===== src/rtl/shift_word_rx_if.sv =====
// shift_word_rx_if: serial-in strobe/bit-order controls plus parallel-out valid/ready bundle.
interface shift_word_rx_if #(parameter int N = 3);
    logic ser_in;
    logic ser_en;
    logic dir;
    logic [N-1:0] out;
    logic out_valid;
    logic out_ready;
    logic busy;
    logic frame_err;
    logic overrun;
    modport master (
        input ser_in, ser_en, dir, out_ready,
        output out, out_valid, busy, frame_err, overrun
    );
    modport slave (
        output ser_in, ser_en, dir, out_ready,
        input out, out_valid, busy, frame_err, overrun
    );
endinterface


===== src/rtl/shift_word_rx.sv =====
// shift_word_rx: recovers start/data/stop framed N-bit words from a strobed serial line
// and presents them on a valid/ready parallel output with frame-error and overrun flags.
module shift_word_rx #(parameter int N = 3) (
    input logic clock,
    input logic clear,
    shift_word_rx_if.master bus
);
    localparam int CW = (N > 2) ? $clog2(N) : 1;
    typedef enum logic [1:0] {IDLE, DATA, STOP} state_t;
    state_t state;
    logic [CW-1:0] count;
    logic [N-1:0] shreg;
    logic dir_q;
    assign bus.busy = (state != IDLE);
    always_ff @(posedge clock or negedge clear) begin
        if (!clear) begin
            state <= IDLE;
            count <= '0;
            shreg <= '0;
            dir_q <= 1'b0;
            bus.out <= '0;
            bus.out_valid <= 1'b0;
            bus.frame_err <= 1'b0;
            bus.overrun <= 1'b0;
        end else begin
            bus.frame_err <= 1'b0;
            if (bus.out_valid && bus.out_ready) bus.out_valid <= 1'b0;
            if (bus.ser_en) begin
                case (state)
                    IDLE: if (!bus.ser_in) begin
                        dir_q <= bus.dir;
                        count <= '0;
                        state <= DATA;
                    end
                    DATA: begin
                        shreg <= dir_q ? {bus.ser_in, shreg[N-1:1]} : {shreg[N-2:0], bus.ser_in};
                        count <= (count == CW'(N-1)) ? '0 : count + 1'b1;
                        state <= (count == CW'(N-1)) ? STOP : DATA;
                    end
                    STOP: begin
                        state <= IDLE;
                        // a consume on the same edge frees the slot, so the new word loads without a bubble
                        if (!bus.ser_in) bus.frame_err <= 1'b1;
                        else if (!bus.out_valid || bus.out_ready) begin
                            bus.out <= shreg;
                            bus.out_valid <= 1'b1;
                        end else bus.overrun <= 1'b1;
                    end
                    default: state <= IDLE;
                endcase
            end
        end
    end
endmodule


===== src/flat_wrapper.sv =====
// flat-port wrapper written by rule: the top's interface ports become plain ports
module shift_word_rx_flat 
#(parameter int N = 3)
  (clock, clear, bus_ser_in, bus_ser_en, bus_dir, bus_out_ready, bus_out, bus_out_valid, bus_busy, bus_frame_err, bus_overrun);
  shift_word_rx_if #(.N(N)) bus_i ();
  input logic clock;
  input logic clear;
  input wire logic [$bits(bus_i.ser_in)-1:0] bus_ser_in;
  input wire logic [$bits(bus_i.ser_en)-1:0] bus_ser_en;
  input wire logic [$bits(bus_i.dir)-1:0] bus_dir;
  input wire logic [$bits(bus_i.out_ready)-1:0] bus_out_ready;
  output wire logic [$bits(bus_i.out)-1:0] bus_out;
  output wire logic [$bits(bus_i.out_valid)-1:0] bus_out_valid;
  output wire logic [$bits(bus_i.busy)-1:0] bus_busy;
  output wire logic [$bits(bus_i.frame_err)-1:0] bus_frame_err;
  output wire logic [$bits(bus_i.overrun)-1:0] bus_overrun;
  assign bus_i.ser_in = bus_ser_in;
  assign bus_i.ser_en = bus_ser_en;
  assign bus_i.dir = bus_dir;
  assign bus_i.out_ready = bus_out_ready;
  assign bus_out = bus_i.out;
  assign bus_out_valid = bus_i.out_valid;
  assign bus_busy = bus_i.busy;
  assign bus_frame_err = bus_i.frame_err;
  assign bus_overrun = bus_i.overrun;
  shift_word_rx #(.N(N)) u_core (.clock(clock), .clear(clear), .bus(bus_i));
endmodule

===== config.mk =====
export PLATFORM = sky130hd
export DESIGN_NAME = shift_word_rx_flat
export DESIGN_NICKNAME = d
export VERILOG_FILES = /design/src/rtl/shift_word_rx_if.sv /design/src/rtl/shift_word_rx.sv /design/src/flat_wrapper.sv
export SDC_FILE = /design/constraint.sdc
export NUM_CORES = 1
export LEC_CHECK = 0
export ABC_AREA = 0
export CAP_MARGIN = 20
export CORE_AREA = 2 2 39 41
export DETAILED_ROUTE_END_ITERATION = 10
export DIE_AREA = 0 0 41 43
export PLACE_DENSITY_LB_ADDON = 0.25
export SLEW_MARGIN = 20
export SYNTH_ARGS = -nofsm -noshare
export SYNTH_HDL_FRONTEND = slang
export SYNTH_SLANG_ARGS = --single-unit

===== constraint.sdc =====
create_clock -name clock -period 1.8 [get_ports clock]
set_input_delay 0.27 -clock clock [delete_from_list [all_inputs] [get_ports clock]]
set_output_delay 0.27 -clock clock [all_outputs]
set_load 0.1 [all_outputs]

==> out/metrics.cfg, run 1 <==
[yosys]
yosys.area.top_type_share = 0.570
synth_area_um2 = 614
syn_inst = 50
synth.avg_cell_area_um2 = 12.3
synth_fp_nets = 56
synth_xor_xnor_area_share = 0
seq_area_frac_synth = 0.570
synthSimpleGateAreaFrac = 0.191
synth_top_family_by_area = simple AND/OR/NAND/NOR gates
yosys.area.top_type = dfrtp_1
synth.area.top_cells = dfrtp_1, o21ai_0, mux2_2
ys_ff_latch = 14
synth_compound_area_frac = 0.104
synthMuxAreaShare = 0.122
synth_fa_ha_area_frac = 0
ys_types = 17
ys.warnings.count = 0

[place]
gp_congestion = 0.728
port_buffers = 12
dp_hpwl_um = 779
placed_area_um2 = 757

[power_and_ir_drop]
irDropWorstVdd_uv = 1000
pwr_density_cell_nw_per_um2 = 1740
leakage_nw = 0.401

[flow_run]
drv_cap = 0

[global_route]
grt_max_degree = 15
antenna_found_initial = 0
grt_pass1_wl_um = 1720
grtUsageTotal = 0.151
grt_pass1_vias = 420
grt_overflow = 0

[hold_path]
hp-class = in -> async

[timing]
finalSetupViolations = 0
worst_pin_slew_ns = 0.610
max_slew_margin = 0.592
fmaxAchievable_ghz = 0.669
finalCritPeriodShare = 0.831
finalHoldViolations = 0
finalCriticalPeriod_ns = 1.50
rsz0062_at_grt = false
slew_violations = 0
finClkSkew_ns = 0.00144
setup_tns_ns = 0

[floorplanning]
dieArea_um2 = 1760
dieWidth_um = 41
initial_core_util = 0.444
die_h_um = 43
std_cell_rows = 14
core_um2 = 1380
io_pins = 13

[clocking]
clock-sinks = 14
root_buffer = clkbuf_4
numCtsBuffers = 3
clkSlewWorstSetupHoldPaths_ns = 0.09
h-tree-depth = 1
cts_tree = done
ctsHoldBuffers = 0
post-cts-setup-buffer-count = 0
clk_latency_ns = 0.28
cts-resized-gates = 0
clock_path_buffers = 2

[worst_setup_path]
cp.required_ns = 1.53
critPathLaunchType = flop
arrival_ns = 1.23
path_class = reg -> out
rrSetupSlack_ns = 0.47
reg2reg_from = u_core.state[1]$_DFFE_PN0P_
r2r_end = u_core.dir_q$_DFFE_PN0P_
worstPathMaxFanout = 7
cp-end-kind = output pin
reg2reg_depth = 3

[layout]
synthToLayoutAreaGrowth_pct = 29.1
drive_above_1_share = 0.254
num_antenna_cells = 0
final_nets = 74
finalInstanceArea_um2 = 793

[routing]
drt-initial-drc-count = 4
drc_errors = 0
post_drt_wl_per_cell_um = 12.6
firstDrtPassIters = 4
vias = 412
drtAntennaViolNets = 0
routed_wl_um = 1050
viasPerCell = 4.96

[run_status]
status = complete, no violations

[worst max-delay path, cell delays in order (launching register included)]
cell and delay, ns:
dfrtp_1 0.47, or2_1 0.30, buf_12 0.18
[registers in the layout (all words and copies together) (netlist names)]
| signal | count |
|---|---|
| u_core.count | 2 |
| u_core.dir_q | 1 |
| u_core.bus.frame_err | 1 |
| u_core.bus.out_valid | 1 |
| u_core.bus.out | 3 |
| u_core.state | 2 |
| u_core.shreg | 3 |
| u_core.bus.overrun | 1 |
[cells in the mapped netlist]
library cell	instances
nand2b_1	3
or2_1	1
nor2b_1	3
nand4b_4	1
inv_1	2
o31ai_1	2
and3_1	1
mux2_1	1
nand3b_1	2
o21ai_0	7
dfrtp_1	14
o22ai_1	1
nor2b_4	1
nand2_1	4
mux2i_1	3
o21bai_1	1
mux2_2	3
[cell usage in the layout, fill, tap and decap left out]
| master | instances |
|---|---|
| nand2_1 | 4 |
| mux2_2 | 3 |
| clkbuf_4 | 3 |
| and3_1 | 1 |
| mux2i_1 | 3 |
| or2_1 | 1 |
| clkbuf_8 | 1 |
| nand4b_4 | 1 |
| o21ai_0 | 7 |
| o21bai_1 | 1 |
| nor2b_4 | 1 |
| buf_4 | 7 |
| nor2b_1 | 3 |
| buf_12 | 1 |
| nand3b_1 | 2 |
| dfrtp_1 | 14 |
| o22ai_1 | 1 |
| o31ai_1 | 2 |
| nand2b_1 | 3 |
| inv_1 | 2 |
| mux2_1 | 1 |
| clkdlybuf4s50_1 | 5 |
[cell type report]
cell class                 instances  area, um2
clock buffer                       4       36.3
inverter                           2       7.51
multi-input combinational         34        256
tap                               16       20.0
fill                             141        591
sequential                        14        350
timing repair buffer              13        123
[report_power, final]
part	leakage, nW	switching (mW)	internal, mW	total [mW]
sequential	0.182	0.109	0.423	0.532
clock	0.0210	0.105	0.123	0.228
combinational	0.197	0.409	0.210	0.619
total	0.401	0.623	0.755	1.38
[logic make-up (layout without fill, tap and decap cells)]
kind of cell    Yosys count  after routing
compound gates           11             11
buf+inv                   2             19
flops                    14             14
mux                       7              7
simple gates             16             16
[how the worst max path moves through the flow]
stage	slack, ns	endpoint	start	depth (start not counted)
floorplan	0.07	u_core.dir_q$_DFFE_PN0P_	u_core.state[1]$_DFFE_PN0P_	3
global placement	0.13	u_core.dir_q$_DFFE_PN0P_	bus_ser_en	4
detailed placement	0.14	u_core.dir_q$_DFFE_PN0P_	bus_ser_en	4
CTS	0.29	bus_busy	u_core.state[1]$_DFFE_PN0P_	2
global route	0.24	bus_busy	u_core.state[1]$_DFFE_PN0P_	2
finish	0.30	bus_busy	u_core.state[1]$_DFFE_PN0P_	2
[metrics by stage]
| stage | hold WS (ns) | util | power (mW) | std cells | worst slack (ns) |
|---|---|---|---|---|---|
| final | 0.365 | 0.573 | 1.38 | 83 | 0.304 |
| after global routing | 0.413 | 0.573 | 1.46 | 83 | 0.243 |
| after CTS | 0.390 | 0.573 | 1.39 | 83 | 0.289 |
| after detailed placement | 0.463 | 0.547 | 1.16 | 79 | 0.138 |
| after global placement | 0.473 | 0.547 | 1.15 | 79 | 0.127 |
| after floorplan | -0.0256 | - | 0.983 | 50 | 0.0660 |
[per-layer routing]
metal / GRT usage / share of wire / vias to the layer above
li1: - / - / 210
met1: 0.180 / 0.46 / 189
met2: 0.222 / 0.47 / 11
met3: 0.0314 / 0.056 / 2
met4: 0.120 / 0.0086 / 0
met5: 0 / 0 / -
Note: power is estimated with default switching activity, not from simulation.
==> run 2: changes to the inputs <==
--- a/config.mk
+++ b/config.mk
@@ -7,9 +7,9 @@
 export LEC_CHECK = 0
 export ABC_AREA = 0
 export CAP_MARGIN = 20
-export CORE_AREA = 2 2 39 41
+export CORE_MARGIN = 2
+export CORE_UTILIZATION = 47
 export DETAILED_ROUTE_END_ITERATION = 10
-export DIE_AREA = 0 0 41 43
 export PLACE_DENSITY_LB_ADDON = 0.25
 export SLEW_MARGIN = 20
 export SYNTH_ARGS = -nofsm -noshare
==> constraint.sdc (replaced) <==
create_clock -name clock -period 1.5 [get_ports clock]
set_input_delay 0.225 -clock clock [delete_from_list [all_inputs] [get_ports clock]]
set_output_delay 0.225 -clock clock [all_outputs]
set_load 0.1 [all_outputs]
==> out/metrics.cfg, run 2 (synthesis gave the netlist of run 1 again) <==
[clocking]
cts_tree = done
clk_latency_ns = 0.27  ; about the same
ctsHoldBuffers = 0  ; unchanged
cts-resized-gates = 0  ; unchanged
root_buffer = clkbuf_4
clock_path_buffers = 2  ; unchanged
clkSlewWorstSetupHoldPaths_ns = 0.08  ; about the same
h-tree-depth = 1  ; unchanged
post-cts-setup-buffer-count = 0  ; unchanged
numCtsBuffers = 3  ; unchanged
clock-sinks = 14  ; unchanged

[routing]
drt-initial-drc-count = 2  ; -2
wl_met2_um = 599  ; +22%
drtAntennaViolNets = 0  ; unchanged
vias = 437  ; +6.1%
post_drt_wl_per_cell_um = 13.2  ; +5.2%
met3WireLength_um = 30  ; -48%
routed_wl_um = 1180  ; +13%
wl_met1_um = 550  ; +14%
firstDrtPassIters = 3  ; -1
viasPerCell = 4.91  ; -1.1%
routed.top_layer = met3
drc_errors = 0  ; unchanged

[place]
gp_congestion = 0.707  ; -2.8%
place_ws_ns = -0.0795  ; -0.218 ns
port_buffers = 12  ; unchanged
placed_area_um2 = 885  ; +17%
place_inst = 85  ; +7.6%
dp_hpwl_um = 925  ; +19%

[layout]
most-common-layout-cells = dfrtp_1, buf_4, o21ai_0, buf_12, clkdlybuf4s50_1
post-route-util = 0.728  ; +0.155
stdcell_count = 89  ; +7.2%
drive_above_1_share = 0.351  ; +0.0976
num_antenna_cells = 0  ; unchanged
synthToLayoutAreaGrowth_pct = 48.5
finalInstanceArea_um2 = 912  ; +15%
n_fill_cell = 72  ; -49%
final_common_cell = dfrtp_1
largestRegisters = u_core.bus.out (3), u_core.shreg (3)
final_nets = 81  ; +9.5%

[power_and_ir_drop]
p_seq_frac = 0.371  ; -0.015
p_int_uw = 970  ; +28%
p_switching_uw = 770  ; +24%
pwr_density_cell_nw_per_um2 = 1910  ; +9.8%
leakage_nw = 0.443  ; +11%
clock_power_share = 0.125  ; -0.041
sw_frac_of_total = 0.442  ; -0.00970
comb_power_share = 0.504  ; +0.055
irDropWorstVdd_uv = 1290  ; +28%

[timing]
finalSetupViolations = 0  ; unchanged
worst_pin_slew_ns = 0.361  ; -0.250 ns
finClkSkew_ns = 0.00246  ; +0.00102 ns
slew_violations = 0  ; unchanged
finalCritPeriodShare = 0.974
finalHoldViolations = 0  ; unchanged
setup_tns_ns = 0  ; unchanged
max_slew_margin = 0.759  ; +0.167
fin_ws_ns = 0.0392  ; -0.265 ns
finalCriticalPeriod_ns = 1.46
rsz0062_at_grt = false
fmaxAchievable_ghz = 0.685

[global_route]
grt_max_degree = 9  ; -6
antenna_found_initial = 0  ; unchanged
grtUsageTotal = 0.176  ; +0.0245
grt_overflow = 0  ; unchanged
grt_pass1_vias = 390  ; -7.1%
grt_pass1_wl_um = 1760  ; +2.4%

[floorplanning]
std_cell_rows = 13  ; -1
dieWidth_um = 40.2  ; -2.1%
io_pins = 13  ; unchanged
die_h_um = 40.2  ; -6.6%
core_um2 = 1250  ; -9.5%
dieArea_um2 = 1610  ; -8.5%
initial_core_util = 0.491  ; +0.0466

[worst_setup_path]
path_class = reg -> out
worstPathMaxFanout = 7  ; unchanged
critPathLaunchType = flop
cp.required_ns = 1.27  ; -0.26 ns
cp-end-kind = output pin
arrival_ns = 1.24  ; about the same

[flow_run]
drv_cap = 0  ; unchanged

[run_status]
status = complete, no violations

[hold_path]
hp-class = in -> async

run 2: cell count changes in the layout (fill, tap and decap cells not counted), sizes merged:
cell  change
buf       +7
run 2: power groups by stage:
stage	Combinational (mW)	Clock, mW	Sequential [mW]
final	0.878	0.217	0.646
after global routing	0.921	0.239	0.662
after CTS	0.886	0.223	0.642
after detailed placement	0.882	0	0.649
after global placement	0.865	0	0.648
after floorplan	0.332	0	0.851
run 2: final cells by class:
type	instances	area [um2]	area share
Sequential cell	14	353	0.387
Multi-Input combinational cell	34	256	0.281
Clock buffer	4	26.3	0.0288
Inverter	2	7.51	0.00823
Timing Repair Buffer	20	250	0.274
Tap cell	15	18.8	0.0206
run 2: critical path, stage by stage, from the launching register on:
cell,delay (ns)
dfrtp_2,0.45
or2_2,0.33
buf_12,0.18
run 2: per-stage QoR:
stage                     hold WS, ns  power (mW)
after global routing            0.244        1.82
after global placement          0.495        1.51
after detailed placement        0.498        1.53
final                           0.221        1.74
after floorplan               -0.0706        1.18
after CTS                       0.221        1.75
run 2: metal layers:
metal | vias up | GRT usage
li1 | 228 | -
met1 | 200 | 0.224
met2 | 9 | 0.274
met3 | 0 | 0.0500
met4 | 0 | 0.0776
met5 | - | 0
run 2: path summary, 6_finish.rpt:
path	from	endpoint	slack (ns)	cells after the start
hold reg to reg	u_core.count[1]$_DFFE_PN0P_	u_core.count[1]$_DFFE_PN0P_	0.52	1
setup / recovery	u_core.state[0]$_DFFE_PN0P_	bus_busy	0.04	2
setup reg to reg	u_core.state[0]$_DFFE_PN0P_	u_core.dir_q$_DFFE_PN0P_	0.12	3
hold / removal	clear	u_core.bus.overrun$_DFFE_PN0P_	0.22	1
min in group clock	u_core.count[1]$_DFFE_PN0P_	u_core.count[1]$_DFFE_PN0P_	0.52	1
max in group asynchronous	clear	u_core.shreg[1]$_DFFE_PN0P_	0.85	2
==> run 3: changes to the inputs <==
--- a/config.mk
+++ b/config.mk
@@ -8,9 +8,9 @@
 export ABC_AREA = 0
 export CAP_MARGIN = 20
 export CORE_MARGIN = 2
-export CORE_UTILIZATION = 47
+export CORE_UTILIZATION = 39
 export DETAILED_ROUTE_END_ITERATION = 10
-export PLACE_DENSITY_LB_ADDON = 0.25
+export PLACE_DENSITY = 0.75
 export SLEW_MARGIN = 20
 export SYNTH_ARGS = -nofsm -noshare
 export SYNTH_HDL_FRONTEND = slang
==> out/metrics.cfg, run 3 (synthesis gave the netlist of run 1 again) <==
[run_status]
status = complete, no violations

[timing]
finalHoldViolations = 0  ; unchanged
slew_violations = 0  ; unchanged
finClkSkew_ns = 0.00537  ; +0.00291 ns
finalCriticalPeriod_ns = 1.46  ; -0.00483 ns
finalSetupViolations = 0  ; unchanged
max_slew_margin = 0.815  ; +0.0560
finalCritPeriodShare = 0.971  ; -0.00322
fmaxAchievable_ghz = 0.687  ; +0.33%
setup_tns_ns = 0  ; unchanged
rsz0062_at_grt = false
worst_pin_slew_ns = 0.277  ; -0.0837 ns

[power_and_ir_drop]
irDropWorstVdd_uv = 1290  ; +0.18%
pwr_density_cell_nw_per_um2 = 1990  ; +4.1%
total_power_mw = 1.79  ; +2.8%
leakage_nw = 0.435  ; -1.8%

[layout]
num_antenna_cells = 0  ; unchanged
final_nets = 78  ; -3.7%
n_fill_cell = 114  ; +58%
final_common_cell = dfrtp_1
drive_above_1_share = 0.338  ; -0.0133
most-common-layout-cells = dfrtp_1, o21ai_0, buf_12
largestRegisters = u_core.bus.out (3), u_core.shreg (3)
finalInstanceArea_um2 = 901  ; -1.2%
seqCellArea_um2 = 353  ; unchanged
synthToLayoutAreaGrowth_pct = 46.6
multiInputGateArea_um2 = 256  ; unchanged

[worst_setup_path]
worstPathMaxFanout = 7  ; unchanged
reg2reg_depth = 3  ; unchanged
arrival_ns = 1.23  ; about the same
rrSetupSlack_ns = 0.16  ; +0.04 ns
cp.required_ns = 1.27  ; about the same
cp-end-kind = output pin
r2r_end = u_core.dir_q$_DFFE_PN0P_
reg2reg_from = u_core.state[0]$_DFFE_PN0P_
path_class = reg -> out
critPathLaunchType = flop

[routing]
firstDrtPassIters = 4  ; +1
drtAntennaViolNets = 0  ; unchanged
vias = 479  ; +9.6%
viasPerCell = 5.51  ; +12%
routed_wl_um = 1130  ; -4.2%
drt-initial-drc-count = 5  ; +3
drc_errors = 0  ; unchanged
post_drt_wl_per_cell_um = 13.0  ; -2.0%

[global_route]
grt_pass1_vias = 478  ; +23%
grt_pass1_wl_um = 2010  ; +14%
grtUsageTotal = 0.145  ; -0.0305
use_met3 = 0.0292  ; -0.0208
grt_use_met1 = 0.180  ; -0.0441
grt-busiest-layer = met2
met2_usage = 0.229  ; -0.0448
antenna_found_initial = 0  ; unchanged
grt_max_degree = 10  ; +1
grt_overflow = 0  ; unchanged

[floorplanning]
dieArea_um2 = 1910  ; +18%
core_um2 = 1490  ; +19%
dieWidth_um = 43.7  ; +8.8%
io_pins = 13  ; unchanged
die_h_um = 43.7  ; +8.8%
initial_core_util = 0.413  ; -0.0779
std_cell_rows = 14  ; +1

[place]
gp_congestion = 0.743  ; +5.0%
dp_hpwl_um = 880  ; -4.9%
port_buffers = 12  ; unchanged
placed_area_um2 = 863  ; -2.4%

[clocking]
clk_latency_ns = 0.28  ; about the same
clock_path_buffers = 2  ; unchanged
root_buffer = clkbuf_4
h-tree-depth = 1  ; unchanged
ctsHoldBuffers = 0  ; unchanged
clkSlewWorstSetupHoldPaths_ns = 0.09  ; about the same
clock-sinks = 14  ; unchanged
cts_tree = done
numCtsBuffers = 3  ; unchanged

[flow_run]
drv_cap = 0  ; unchanged

[hold_path]
hp-class = in -> async

[run 3: stage by stage]
step                      hold slack, ns  instances   util  setup slack, ns
after floorplan                  -0.0706         50      -          -0.0980
after global placement             0.476         83  0.580          -0.0709
after detailed placement           0.483         83  0.580          -0.0992
after CTS                          0.173         87  0.604           0.0253
final                              0.166         87  0.605           0.0441
after global routing               0.192         87  0.605           0.0131
[run 3: power breakdown]
part	switching [mW]	total, mW	leakage (nW)	internal [mW]
clock	0.128	0.275	0.0210	0.148
combinational	0.514	0.867	0.234	0.353
sequential	0.136	0.646	0.180	0.510
[run 3: layout make-up]
| type | instances | share of cell area |
|---|---|---|
| tap | 16 | 0.0222 |
| clock buffer | 4 | 0.0403 |
| timing repair buffer | 17 | 0.253 |
| sequential | 14 | 0.392 |
| multi-input combinational | 34 | 0.285 |
| inverter | 2 | 0.00833 |
[run 3: worst max-delay path, stage by stage, from the launching register on]
cell     delay [ns]
dfrtp_2        0.45
or2_2          0.32
buf_12         0.18
[run 3: routing by layer]
layer | part of all wire | vias up
met4 | 0.022 | 0
met3 | 0.071 | 5
met2 | 0.50 | 27
met1 | 0.40 | 229
met5 | 0 | -
li1 | - | 218
[run 3: worst max-delay path by stage]
stage	cells past startpoint	to	slack, ns	from
2_1_floorplan	3	u_core.dir_q$_DFFE_PN0P_	-0.1	u_core.state[1]$_DFFE_PN0P_
3_3_place_gp	4	u_core.dir_q$_DFFE_PN0P_	-0.07	bus_ser_en
3_5_place_dp	4	u_core.dir_q$_DFFE_PN0P_	-0.1	bus_ser_en
4_1_cts	2	bus_busy	0.03	u_core.state[0]$_DFFE_PN0P_
5_1_grt	2	bus_busy	0.01	u_core.state[0]$_DFFE_PN0P_
6_report	2	bus_busy	0.04	u_core.state[0]$_DFFE_PN0P_
[run 3: what timing repair did]
item,in CTS,in global routing
buffers inserted,0,0
endpoints found under the hold margin,0,0
endpoints found under the setup margin,0,1
resized for setup,0,1
